**config.mk**
```make
export PLATFORM = sky130hd
export DESIGN_NAME = pa_soc_rbm_hs
export DESIGN_NICKNAME = d
export VERILOG_FILES = /design/src/rtl/pa_soc_rbm_hs.sv
export SDC_FILE = /design/constraint.sdc
export NUM_CORES = 1
export LEC_CHECK = 0
export CAP_MARGIN = 0
export CORE_AREA = 2 2 137 139
export CTS_CLUSTER_SIZE = 14
export DETAILED_ROUTE_END_ITERATION = 6
export DIE_AREA = 0 0 139 141
export GPL_TIMING_DRIVEN = 0
export PLACE_DENSITY = 0.68
export SETUP_SLACK_MARGIN = 0.05
export SLEW_MARGIN = 5
export SYNTH_ARGS = -nofsm -noshare
export SYNTH_HDL_FRONTEND = slang
export SYNTH_SLANG_ARGS = --single-unit
```
**constraint.sdc**
```tcl
create_clock -name clk_i -period 2.24 [get_ports clk_i]
set_input_delay 0.336 -clock clk_i [delete_from_list [all_inputs] [get_ports clk_i]]
set_output_delay 0.336 -clock clk_i [all_outputs]
set_load 0.01 [all_outputs]
```
**src/rtl/pa_soc_rbm_hs.sv**
```systemverilog
// Register bus matrix: routes one master to SLV_NUM slaves by an address bit field, waiting for slave ready.
// Optional feature macro RBM_TIMEOUT_EN: bounds ACCESS to TIMEOUT cycles and answers a stalled slave with an error.
module pa_soc_rbm_hs #(
   parameter int unsigned ADDR_W  = 32,
   parameter int unsigned DATA_W  = 32,
   parameter int unsigned SLV_NUM = 8,
   parameter int unsigned SEL_HI  = 31,
   parameter int unsigned SEL_LO  = 28,
   parameter int unsigned TIMEOUT = 16
) (
   input  logic                      clk_i,
   input  logic                      rst_i,
   input  logic [ADDR_W-1:0]         m_addr_i,
   input  logic                      m_we_i,
   input  logic                      m_rd_i,
   output logic [DATA_W-1:0]         m_data_o,
   output logic                      m_ready_o,
   output logic                      m_err_o,
   output logic [SLV_NUM-1:0]        s_we_o,
   output logic [SLV_NUM-1:0]        s_rd_o,
   input  logic [SLV_NUM*DATA_W-1:0] s_data_i,
   input  logic [SLV_NUM-1:0]        s_ready_i
);

   localparam int unsigned SEL_W = SEL_HI - SEL_LO + 1;

   typedef enum logic [1:0] {IDLE, ACCESS, RESP} state_t;

   state_t             state;
   logic [SEL_W-1:0]   idx;
   logic [SEL_W-1:0]   sel_q;
   logic               wr_q;
   logic               req;
   logic               conflict;
   logic               unmapped;
   logic [SLV_NUM-1:0] sel_hot;
   logic               sel_ready;
   logic [DATA_W-1:0]  rdata;
   logic               unused_ok;

`ifdef RBM_TIMEOUT_EN
   localparam int unsigned CNT_W = $clog2(TIMEOUT);
   logic [CNT_W-1:0]   cnt;
`endif

   assign idx      = m_addr_i[SEL_HI:SEL_LO];
   assign req      = m_we_i | m_rd_i;
   assign conflict = m_we_i & m_rd_i;
   assign unmapped = 32'(idx) >= 32'(SLV_NUM);
   assign sel_hot  = SLV_NUM'(1) << idx;

   // Address bits outside the select field are decoded by the slaves themselves.
   assign unused_ok = (^m_addr_i) ^ (TIMEOUT == 0);

   // Ready and read data of the latched slave.
   always_comb begin
      sel_ready = 1'b0;
      rdata     = '0;
      for (int k = 0; k < SLV_NUM; k++) begin
         if (sel_q == SEL_W'(k)) begin
            sel_ready = s_ready_i[k];
            rdata     = s_data_i[k*DATA_W +: DATA_W];
         end
      end
   end

   always_ff @(posedge clk_i) begin
      if (rst_i) begin
         state     <= IDLE;
         sel_q     <= '0;
         wr_q      <= 1'b0;
         m_data_o  <= '0;
         m_ready_o <= 1'b0;
         m_err_o   <= 1'b0;
         s_we_o    <= '0;
         s_rd_o    <= '0;
`ifdef RBM_TIMEOUT_EN
         cnt       <= '0;
`endif
      end else begin
         case (state)
            IDLE: begin
               if (req) begin
                  if (conflict || unmapped) begin
                     state     <= RESP;
                     m_ready_o <= 1'b1;
                     m_err_o   <= 1'b1;
                     m_data_o  <= '0;
                  end else begin
                     state  <= ACCESS;
                     sel_q  <= idx;
                     wr_q   <= m_we_i;
                     s_we_o <= m_we_i ? sel_hot : '0;
                     s_rd_o <= m_we_i ? '0 : sel_hot;
`ifdef RBM_TIMEOUT_EN
                     cnt    <= '0;
`endif
                  end
               end
            end
            ACCESS: begin
               // Ready in the final allowed cycle still completes without error.
               if (sel_ready) begin
                  state     <= RESP;
                  m_ready_o <= 1'b1;
                  m_err_o   <= 1'b0;
                  s_we_o    <= '0;
                  s_rd_o    <= '0;
                  if (!wr_q) begin
                     m_data_o <= rdata;
                  end
               end
`ifdef RBM_TIMEOUT_EN
               else if (cnt == CNT_W'(TIMEOUT - 1)) begin
                  state     <= RESP;
                  m_ready_o <= 1'b1;
                  m_err_o   <= 1'b1;
                  m_data_o  <= '0;
                  s_we_o    <= '0;
                  s_rd_o    <= '0;
               end else begin
                  cnt <= cnt + CNT_W'(1);
               end
`endif
            end
            RESP: begin
               state     <= IDLE;
               m_ready_o <= 1'b0;
               m_err_o   <= 1'b0;
            end
            default: state <= IDLE;
         endcase
      end
   end

endmodule

```
==> flow_metrics.env <==
export IMPL_outcome="complete, no violations"
export IMPL_grt_pass1_vias=5984
export IMPL_die_w_microns=139
export IMPL_area_growth_pct=84.2
export IMPL_grt_overflow_total=0
export IMPL_reg2reg_depth=8
export IMPL_power_share_sequential=0.241
export IMPL_cp_max_fo=10
export IMPL_ys_async_sr_fraction=0
export IMPL_cp_start_kind="register"
export IMPL_synth_top_area_frac=0.224
export IMPL_num_vias=6102
export IMPL_ys_warn_count=0
export IMPL_pwr_share_clk=0.360
export IMPL_rr_startpoint="sel_q[2]"
export IMPL_intPower_mw=3.17
export IMPL_synth_edf_count=0
export IMPL_holdWs_ps=432
export IMPL_min_from="m_we_i"
export IMPL_drt_iter0_markers=315
export IMPL_num_rows=50
export IMPL_io_buffers=320
export IMPL_ant_nets=0
export IMPL_htreeDepth=3
export IMPL_core_area_sq_um=18300
export IMPL_swShare=0.285
export IMPL_cts_num_sinks=57
export IMPL_synth_cells=651
export IMPL_avgSynthCellArea_sq_um=7.82
export IMPL_utilization=0.513
export IMPL_cts_max_path_buffers=2
export IMPL_slew_viol_final=0
export IMPL_cts_hold_buffers_added=0
export IMPL_critPathArrivalTime_ps=2410
export IMPL_clk_pin_slew_ps=60
export IMPL_post_route_period_util=0.961
export IMPL_gp_congestion=0.883
export IMPL_synth_seq_area_share=0.224
export IMPL_synth_nets=954
export IMPL_placed_area_sq_um=8580
export IMPL_peakVddDrop_mv=0.283
export IMPL_worstSkewPairLatency_ps=330
export IMPL_r2r_setup_slack_ps=90
export IMPL_p_comb_frac=0.399
export IMPL_hpwl_mm=20.1
export IMPL_routedWlPerCell_microns=20.3
export IMPL_track_usage=0.240
export IMPL_crit_type="register to register"
export IMPL_worstHoldPathType="primary input to register"
export IMPL_die_h_microns=141
export IMPL_drt_first_pass_iters=5
export IMPL_finalHoldViolCount=0
export IMPL_synth_most_common_cell="mux2i_1"
export IMPL_finalInstanceArea_sq_um=9370
export IMPL_synth_area_sq_um=5090
export IMPL_ios=350
export IMPL_whs_endpoint="wr_q"
export IMPL_drv_cap=0
export IMPL_setup_viol=0
export IMPL_cts_buffers=9
export IMPL_end_kind="register"
export IMPL_p_leak_nw=3.41
export IMPL_r2r_end="m_data_o[12]"
export IMPL_synth_top_cells_by_area="dfxtp_1, mux2i_1, nand2b_1"
export IMPL_p_sw_mw=1.26
export IMPL_grt_pass1_wl_mm=36.1
export IMPL_layout_nets=1297
export IMPL_avgViaCountPerCell=4.95
export IMPL_max_freq_mhz=464
export IMPL_cts_tree="yes"
export IMPL_instances_no_fill=1233
export IMPL_synth_seq_cells=57
export IMPL_synth_top_cells_by_count="mux2i_1, dfxtp_1, a21oi_1"
export IMPL_required_ps=2500
export IMPL_power_total_mw=4.43
export IMPL_drive_gt1_frac=0.127
export IMPL_synth_cell_types=55
export IMPL_placed_cells=1205
export IMPL_rsz0062_at_grt="true"
export IMPL_hold_depth=3
export IMPL_synth_area_leader_cell="dfxtp_1"
export IMPL_grt_max_degree=11
export IMPL_routed_wirelength_mm=25.0
export IMPL_design_die_area_sq_um=19600
export IMPL_start_util=0.279
export IMPL_drcViolationCount=0
export IMPL_antenna_found_initial=2
export IMPL_tightest_slew_ps=817
export IMPL_cts_root_buf="clkbuf_16"
export IMPL_power_density_nw_per_um2=473
export IMPL_maxSlewHeadroom=0.448
export IMPL_period_minus_slack_ps=2150
export IMPL_finClkSkew_ps=7.18
export IMPL_ys_flop_type="dfxtp_1"
## timing repair
item	CTS	global route
pin swaps	2	4
endpoints found under the setup margin	46	49
setup buffers	6	5
gates resized for setup	57	58
cloned	0	2
## stage by stage
step	setup TNS (ps)	setup WS, ps
finish	0	86.3
global route	-114	-27.0
CTS	0	58.8
detailed placement	-11760	-463
global placement	-10260	-466
floorplan	0	172
## per-layer routing
| layer | track usage | part of all wire | vias to the layer above |
|---|---|---|---|
| met4 | 0.0723 | 0.025 | 0 |
| met1 | 0.319 | 0.45 | 2802 |
| met2 | 0.388 | 0.45 | 232 |
| met5 | 0 | 0 | - |
| li1 | - | - | 3032 |
| met3 | 0.0577 | 0.070 | 36 |
## power by group through the flow
stage	Combinational, mW	Sequential [mW]	Clock [mW]
after floorplan	0.761	1.10	0
after global placement	1.55	1.09	0
after detailed placement	1.56	1.09	0
after CTS	1.66	1.07	1.62
after global routing	1.88	1.07	1.67
final	1.77	1.07	1.59
## cells by family (layout without fill, tap and decap cells)
| kind of cell | after synthesis | in the layout | share of synthesized area |
|---|---|---|---|
| fa+ha+maj | 4 | 4 | 0.00934 |
| buf+inv | 82 | 429 | 0.0711 |
| other cells | 0 | 1 | 0 |
| mux | 124 | 124 | 0.251 |
| compound gates | 193 | 193 | 0.249 |
| flops | 57 | 57 | 0.224 |
| xor+xnor | 1 | 1 | 0.00172 |
| simple gates | 190 | 190 | 0.194 |
## cell usage in the layout, fill, tap and decap left out, drive strengths merged, types with 11 or more instances in the layout
cell type,n
clkdlybuf4s50,320
mux2i,105
dfxtp,57
a21oi,56
nand2b,52
nor2,49
nand2,44
clkbuf,44
o21ai,42
buf,39
inv,21
a211oi,20
nor2b,19
mux2,18
o22a,11
o22ai,11
## worst max path at each step
| stage | start | end | slack (ps) | cells past startpoint |
|---|---|---|---|---|
| floorplan | sel_q[2] | m_data_o[0] | 170 | 7 |
| global placement | state[1] | m_data_o[31] | -470 | 10 |
| detailed placement | state[1] | m_data_o[31] | -460 | 10 |
| CTS | state[1] | m_data_o[13] | 60 | 9 |
| global route | sel_q[1] | s_we_o[4] | -30 | 9 |
| finish | sel_q[2] | m_data_o[12] | 90 | 8 |
## cell type report
cell class	count	area, sq um
fillers	1761	8890
multi-input cells	512	3770
repair buffers	333	3330
flip-flops and latches	57	1150
plain buffers	60	409
well taps	234	293
clock buffers	10	239
clock inverters	5	104
inverters	21	78.8
diodes	1	2.50
## critical path: stages (launching register included)
cell and delay [ps]:
dfxtp_4 370, clkbuf_2 160, nor2b_2 330, nor2b_2 310, clkbuf_2 250, o21ai_0 110
a21oi_1 210, o21ai_1 160, mux2i_1 170
## flip-flops by register name, summed over array words and instances (netlist names)
signal	flops
wr_q	1
m_ready_o	1
s_we_o	8
sel_q	4
s_rd_o	8
m_data_o	32
m_err_o	1
state	2
No activity file was read; power rests on OpenSTA's default activity.
